<file path="src/rtl/alu_op_sequencer.sv">
// Multi-pass ALU sequencer: builds ADD/NOT/SUB/NEG from a shared NOT/ADD unit
// by scheduling one to three passes through it and holding the final result.
module alu_op_sequencer #(
  parameter int WIDTH = 32
) (
  input  logic             clk,
  input  logic             reset,
  input  logic             in_valid,
  output logic             in_ready,
  input  logic [1:0]       in_op,
  input  logic [WIDTH-1:0] in_a,
  input  logic [WIDTH-1:0] in_b,
  output logic [WIDTH-1:0] alu_a,
  output logic [WIDTH-1:0] alu_b,
  output logic             alu_select,
  input  logic [WIDTH-1:0] alu_result,
  output logic             out_valid,
  input  logic             out_ready,
  output logic [WIDTH-1:0] out_data,
  output logic             out_zero
);

  typedef enum logic [2:0] {
    S_IDLE = 3'd0,
    S_P1   = 3'd1,
    S_P2   = 3'd2,
    S_P3   = 3'd3,
    S_DONE = 3'd4
  } state_t;

  localparam logic [1:0] OP_ADD = 2'b00;
  localparam logic [1:0] OP_NOT = 2'b01;
  localparam logic [1:0] OP_SUB = 2'b10;
  localparam logic [1:0] OP_NEG = 2'b11;

  state_t           state_q, state_d;
  logic [1:0]       op_q, op_d;
  logic [WIDTH-1:0] a_q, a_d;
  logic [WIDTH-1:0] b_q, b_d;
  logic [WIDTH-1:0] tmp_q, tmp_d;
  logic [WIDTH-1:0] out_q, out_d;
  logic             final_pass;

  // The last pass of each schedule writes out_q; earlier passes write tmp_q.
  always_comb begin
    final_pass = 1'b0;
    unique case (state_q)
      S_P1:    final_pass = (op_q == OP_ADD) || (op_q == OP_NOT);
      S_P2:    final_pass = (op_q == OP_NEG);
      S_P3:    final_pass = 1'b1;
      default: final_pass = 1'b0;
    endcase
  end

  always_ff @(posedge clk) begin
    if (reset) begin
      state_q <= S_IDLE;
      op_q    <= '0;
      a_q     <= '0;
      b_q     <= '0;
      tmp_q   <= '0;
      out_q   <= '0;
    end else begin
      state_q <= state_d;
      op_q    <= op_d;
      a_q     <= a_d;
      b_q     <= b_d;
      tmp_q   <= tmp_d;
      out_q   <= out_d;
    end
  end

  always_comb begin
    state_d = state_q;
    op_d    = op_q;
    a_d     = a_q;
    b_d     = b_q;
    tmp_d   = tmp_q;
    out_d   = out_q;
    unique case (state_q)
      S_IDLE: begin
        if (in_valid) begin
          op_d    = in_op;
          a_d     = in_a;
          b_d     = in_b;
          state_d = S_P1;
        end
      end
      S_P1, S_P2, S_P3: begin
        if (final_pass) begin
          out_d   = alu_result;
          state_d = S_DONE;
        end else begin
          tmp_d   = alu_result;
          state_d = (state_q == S_P1) ? S_P2 : S_P3;
        end
      end
      S_DONE: begin
        if (out_ready) state_d = S_IDLE;
      end
      default: state_d = S_IDLE;
    endcase
  end

  // SUB is A + ~B + 1; NEG is ~A + 1.
  always_comb begin
    alu_a      = '0;
    alu_b      = '0;
    alu_select = 1'b0;
    unique case (state_q)
      S_P1: begin
        unique case (op_q)
          OP_ADD: begin alu_a = a_q; alu_b = b_q; end
          OP_SUB: begin alu_a = b_q; alu_select = 1'b1; end
          default: begin alu_a = a_q; alu_select = 1'b1; end
        endcase
      end
      S_P2: begin
        alu_a = tmp_q;
        alu_b = (op_q == OP_SUB) ? a_q : WIDTH'(1);
      end
      S_P3: begin
        alu_a = tmp_q;
        alu_b = WIDTH'(1);
      end
      default: begin
        alu_a      = '0;
        alu_b      = '0;
        alu_select = 1'b0;
      end
    endcase
  end

  always_comb begin
    in_ready  = (state_q == S_IDLE);
    out_valid = (state_q == S_DONE);
    out_data  = out_q;
    out_zero  = (out_q == '0);
  end

endmodule

</file>
<file path="config.mk">
export PLATFORM = sky130hd
export DESIGN_NAME = alu_op_sequencer
export DESIGN_NICKNAME = d
export VERILOG_FILES = /design/src/rtl/alu_op_sequencer.sv
export SDC_FILE = /design/constraint.sdc
export NUM_CORES = 1
export LEC_CHECK = 0
export CAP_MARGIN = 20
export CORE_UTILIZATION = 47
export CTS_CLUSTER_DIAMETER = 120
export DETAILED_ROUTE_END_ITERATION = 16
export PLACE_DENSITY = 0.92
export SLEW_MARGIN = 20
export SYNTH_ARGS = -nofsm -noshare
export SYNTH_HDL_FRONTEND = slang
export SYNTH_SLANG_ARGS = --single-unit
</file>
<file path="constraint.sdc">
create_clock -name clk -period 2.1 [get_ports clk]
set_clock_uncertainty 0.1 [all_clocks]
set_input_delay 0.21 -clock clk [delete_from_list [all_inputs] [get_ports clk]]
set_output_delay 0.21 -clock clk [all_outputs]
set_load 0.005 [all_outputs]
</file>
==> results.yml, run 1 <==
power:
  swShare_pct: 29.5
  ir_drop_uv: 579
  p_int_uw: 5560
  leakagePower_uw: 0.00379
  pwr-share-clk_pct: 34.3
  p_total_uw: 7900
  combPwrFrac_pct: 27.1
  seqPwrFrac_pct: 38.6
  p_per_area_nw_per_um2: 817
  switchingPower_uw: 2330
yosys:
  async_reset_ff_share_pct: 0
  syn-cell-area_sq_um: 6330
  postSynthCellCount: 767
  yosysUniqueCellTypes: 30
  syn-num-nets: 869
  yosysWarnings: 0
  ys_seq_elements: 133
  avgSynthCellArea_sq_um: 8.25
  ys.flop_type: "dfxtp_1"
  ys_seq_area_share_pct: 42.1
  synth_edf_count: 0
clock_network:
  cts_tree: "yes"
  cts_buffers: 17
  clock-sinks: 133
  ctsHoldBuffers: 0
  cts_max_level: 4
  root_buffer: "clkbuf_16"
  clockBufferDepth: 2
  clk_latency_ps: 410
  clk_pin_slew_ps: 50
sta:
  setup_slack_ps: -277
  final.setup.tns_ps: -6510
  hold_viol_final: 0
  slew_violations: 0
  setup_viol: 44
  fmax_mhz: 421
  min_period_ps: 2380
  rsz0062_at_grt: "yes"
  period_share_pct: 113
  relSlewSlack_pct: 73.9
  tightest_slew_ps: 392
critical_path:
  required_ps: 1790
  crit_path_max_fanout: 4
  critical_path.max_stage_delay_ps: 440
  cp.arrival_ps: 2070
  crit_chain: "or3b_4, nor3_4, buf_6, buf_6, buf_4, a22o_1, buf_2"
  cp-start-kind: "flip-flop"
  crit_type: "reg -> out"
  critPathCaptureType: "output pin"
  path_common_cell: "buf_6"
  critPathSlowestCell: "or3b_4"
die:
  start_util_pct: 48.0
  die_h_um: 118
  core_sq_um: 13200
  io_pins: 202
  rows: 42
  die_area_sq_um: 13900
  die_w_um: 118
final_layout:
  antenna_cells: 0
  fin_util_pct: 73.3
  finalNetCount: 1072
  area_growth_pct: 52.8
  drive_above_1_share_pct: 20.4
  stdcell_count: 1155
  layout_commonest_cell: "nand2_1"
  most-common-layout-cells: "164 x nand2_1, 133 x clkdlybuf4s50_1, 129 x dfxtp_1"
grt:
  grt_start_max_net_pins: 67
  grt_util_all_layers_pct: 29.9
  grt_pass1_wl_um: 32700
  grt_pass1_vias: 6350
  grt_overflow_total: 0
  antenna_found_initial: 0
min_path:
  hold_path_class: "in -> reg"
routing:
  via_per_inst: 5.79
  dr.first_iter.drc_count: 714
  wl_um: 21800
  wl_per_cell_um: 18.9
  dr.pass1.iters: 5
  drc_errors: 0
  drtAntennaViolNets: 0
  via_count: 6693
place:
  port_buffers: 201
  post-place-ws_ps: -150
  hpwl_um: 13500
  routabilityCongestion: 0.906
  place_inst: 1101
status:
  failed_checks: "setup timing"
  outcome: "finished with violations"
job:
  drv_cap: 0
-- final timing paths --
| path | startpoint | slack (ps) | depth (start not counted) | end |
|---|---|---|---|---|
| max | state_q[1] | -280 | 7 | alu_b[26] |
| min | reset | 130 | 2 | out_data[18] |
| max reg2reg | state_q[2] | 80 | 7 | b_q[3] |
| min reg2reg | tmp_q[17] | 370 | 2 | tmp_q[17] |
-- per-layer routing --
layer / GRT usage (%) / part of all wire (%) / vias to the layer above
met1: 35.4 / 40 / 3174
met2: 50.9 / 49 / 351
met4: 13.9 / 3.7 / 0
li1: - / - / 3099
met3: 6.93 / 7.0 / 69
met5: 0 / 0 / -
-- power groups by stage --
stage	Clock, uW	Sequential (uW)	Combinational [uW]
5_1_grt	2870	3080	2280
3_3_place_gp	0	3030	1770
2_1_floorplan	0	2990	1040
6_report	2710	3050	2140
3_5_place_dp	0	3040	1800
4_1_cts	2740	3030	2020
-- metrics by stage --
stage          cell area [sq um]  hold WS [ps]
2_1_floorplan               6330           246
3_3_place_gp                8610           356
3_5_place_dp                8610           361
4_1_cts                     9620          99.0
5_1_grt                     9670           118
6_report                    9670           126
-- registers in the layout, summed over array words and instances (netlist names) --
signal / cells
a_q: 32
b_q: 32
op_q: 2
out_data: 32
state_q: 3
tmp_q: 32
-- cells in the mapped netlist (2+ instances only) --
master | number | share of area (%)
nor3_1 | 2 | 0.16
buf_2 | 18 | 1.4
mux2i_1 | 64 | 10
nand2_1 | 164 | 9.7
nor4_1 | 8 | 0.79
nand2b_1 | 66 | 6.5
buf_6 | 8 | 1.4
clkbuf_1 | 46 | 2.7
nor2b_1 | 4 | 0.40
dfxtp_1 | 133 | 42
nand4_1 | 34 | 3.4
o31ai_1 | 32 | 3.8
a22o_1 | 32 | 4.4
a21oi_1 | 100 | 7.9
nor2_1 | 5 | 0.30
buf_1 | 5 | 0.30
buf_4 | 2 | 0.24
o21ai_0 | 32 | 2.5
-- final cells by class --
class	count	area, sq um
Timing Repair Buffer	263	2580
Sequential cell	133	2670
Tap cell	176	220
Clock inverter	6	55.1
Inverter	1	3.75
Fill cell	959	3520
Clock buffer	22	474
Multi-Input combinational cell	554	3670
-- timing repair --
item	CTS	global route
endpoints found under the setup margin	68	65
resized for setup	261	87
setup buffers	18	7
gates cloned	4	4
pin swaps	11	39
-- worst max-delay path, delay by kind of cell (launching register included) --
kind | cells | cell delay [ps]
DFF | 1 | 330
buffers and inverters | 4 | 510
AOI/OAI and AO/OA | 1 | 150
and+or+nand+nor | 2 | 670
-- logic make-up (layout without fill, tap and decap cells) --
kind of cell	after synthesis	in the layout	synth area share, %
multiplexers	64	64	10.1
AO/OA/AOI/OAI	199	199	19.2
buffers and inverters	80	292	6.17
AND/OR/NAND/NOR	291	291	22.5
flip-flops	133	133	42.1
Power figures use the tool's default switching activity.
==> run 2: changes to the inputs <==
--- a/config.mk
+++ b/config.mk
@@ -10,7 +10,7 @@
 export CTS_CLUSTER_DIAMETER = 120
 export DETAILED_ROUTE_END_ITERATION = 16
 export PLACE_DENSITY = 0.92
-export SLEW_MARGIN = 20
+export SLEW_MARGIN = 5
 export SYNTH_ARGS = -nofsm -noshare
 export SYNTH_HDL_FRONTEND = slang
 export SYNTH_SLANG_ARGS = --single-unit
==> results of run 2 <==
No change in the layout: final DEF, timing and power equal those of run 1.
==> run 3: changes to the inputs <==
--- a/config.mk
+++ b/config.mk
@@ -9,7 +9,7 @@
 export CORE_UTILIZATION = 47
 export CTS_CLUSTER_DIAMETER = 120
 export DETAILED_ROUTE_END_ITERATION = 16
-export PLACE_DENSITY = 0.92
+export PLACE_DENSITY = 0.89
 export SLEW_MARGIN = 5
 export SYNTH_ARGS = -nofsm -noshare
 export SYNTH_HDL_FRONTEND = slang
==> results.yml, run 3 (synthesis results as in run 1) <==
status:
  outcome: "finished with violations"
  failed_checks: "setup timing"
die:
  die_h_um: 118
  core_sq_um: 13200
  start_util_pct: 48.0
  io_pins: 202
  die_w_um: 118
  die_area_sq_um: 13900
  rows: 42
routing:
  via_per_inst: 5.72
  wl_um: 21000
  via_count: 6573
  dr.pass1.iters: 5
  dr.first_iter.drc_count: 793
  drtAntennaViolNets: 0
  wl_per_cell_um: 18.2
  drc_errors: 0
min_path:
  min_delay_path_depth: 2
  hold_end: "out_data[1]"
  hold_path_class: "in -> reg"
  worstHoldStart: "reset"
clock_network:
  root_buffer: "clkbuf_16"
  cts_tree: "yes"
  clk_pin_slew_ps: 60
  cts_buffers: 17
  clock-sinks: 133
  clockBufferDepth: 2
  clk_latency_ps: 410
  cts_max_level: 4
critical_path:
  crit_chain: "nor2b_4, buf_4, mux2i_1, o21ai_1, clkdlybuf4s50_1"
  ff2ff_path_depth: 6
  r2r_start: "state_q[1]"
  r2r-end: "a_q[11]"
  cp-start-kind: "flip-flop"
  cp.arrival_ps: 2030
  critical_path.max_stage_delay_ps: 450
  critPathSlowestCell: "clkdlybuf4s50_1"
  r2r_slack_ps: 140
  crit_type: "reg -> out"
  path_delay_family: "buffers and inverters"
  critPathCaptureType: "output pin"
  crit_path_max_fanout: 6
  required_ps: 1790
  cp.buffers_inverters: 2
sta:
  tightest_slew_ps: 375
  setup_slack_ps: -236
  fmax_mhz: 428
  setup_viol: 41
  slew_violations: 0
  period_share_pct: 111
  rsz0062_at_grt: "yes"
  hold_viol_final: 0
  relSlewSlack_pct: 74.8
  min_period_ps: 2340
grt:
  grt_start_max_net_pins: 67
  grt_pass1_wl_um: 31800
  antenna_found_initial: 0
  grt_util_all_layers_pct: 29.1
  grt_overflow_total: 0
  grt_pass1_vias: 6189
final_layout:
  area_growth_pct: 50.3
  layout_commonest_cell: "nand2_1"
  drive_above_1_share_pct: 19.1
  multi_input_area_sq_um: 3590
  finalNetCount: 1066
  fillCellCount: 969
  fin_util_pct: 72.1
  most-common-layout-cells: "164 x nand2_1, 137 x clkdlybuf4s50_1, 128 x dfxtp_1"
  antenna_cells: 0
  seqCellArea_sq_um: 2670
  stdcell_count: 1150
place:
  post-place-ws_ps: -102
  port_buffers: 201
  routabilityCongestion: 0.933
  place_inst: 1098
  hpwl_um: 13500
power:
  p_total_uw: 7890
  p_per_area_nw_per_um2: 830
  ir_drop_uv: 480
  leakagePower_uw: 0.00367
job:
  drv_cap: 0
==> run 3: cell count changes in the layout (fill, tap and decap cells not counted), sizes merged <==
cell / change
buf: -8
bufbuf: -1
clkbuf: +4
clkdlybuf4s50: +4
clkinv: -3
clkinvlp: +1
dlygate4sd2: +1
dlymetal6s2s: -3
==> run 3: power by group <==
| group | switching [uW] | internal (uW) | total (uW) |
|---|---|---|---|
| Clock | 1030 | 1730 | 2760 |
| Sequential | 229 | 2800 | 3030 |
| Combinational | 1050 | 1060 | 2110 |
| Total | 2310 | 5580 | 7890 |
==> run 3: worst max path at each step <==
stage	startpoint	endpoint	depth (start not counted)
floorplan	state_q[1]	alu_b[10]	6
global placement	state_q[2]	alu_a[31]	4
detailed placement	state_q[2]	alu_a[31]	4
CTS	state_q[1]	alu_a[31]	4
global route	op_q[1]	alu_a[28]	5
finish	op_q[1]	alu_a[24]	5
==> run 3: timing repair <==
action,CTS,global route
pin swaps,37,9
hold buffers,0,0
buffers inserted,15,7
gates resized for setup,242,87
cloned,4,2
endpoints found under the setup margin,68,65
endpoints found under the hold margin,0,0
==> run 3: area by class of cell <==
cell class	count	share of cell area, %
multi-input combinational	554	37.8
inverter	1	0.0395
clock buffer	25	5.21
tap	176	2.31
sequential	133	28.1
clock inverter	4	0.500
timing repair buffer	257	26.1
==> run 3: stage by stage <==
| step | hold slack (ps) | instance area [sq um] | setup TNS [ps] |
|---|---|---|---|
| after detailed placement | 363 | 8560 | -200 |
| after floorplan | 246 | 6330 | 0 |
| after global routing | 107 | 9510 | -8450 |
| final | 96.3 | 9510 | -5680 |
| after CTS | 91.2 | 9400 | -10920 |
| after global placement | 359 | 8560 | -116 |
==> run 3: metal layers <==
layer | wire [um] | track usage, % | vias up
met4 | 895 | 14.7 | 0
met5 | 0 | 0 | -
met1 | 8240 | 34.8 | 3075
met3 | 1660 | 6.88 | 65
met2 | 10200 | 48.6 | 348
li1 | - | - | 3085
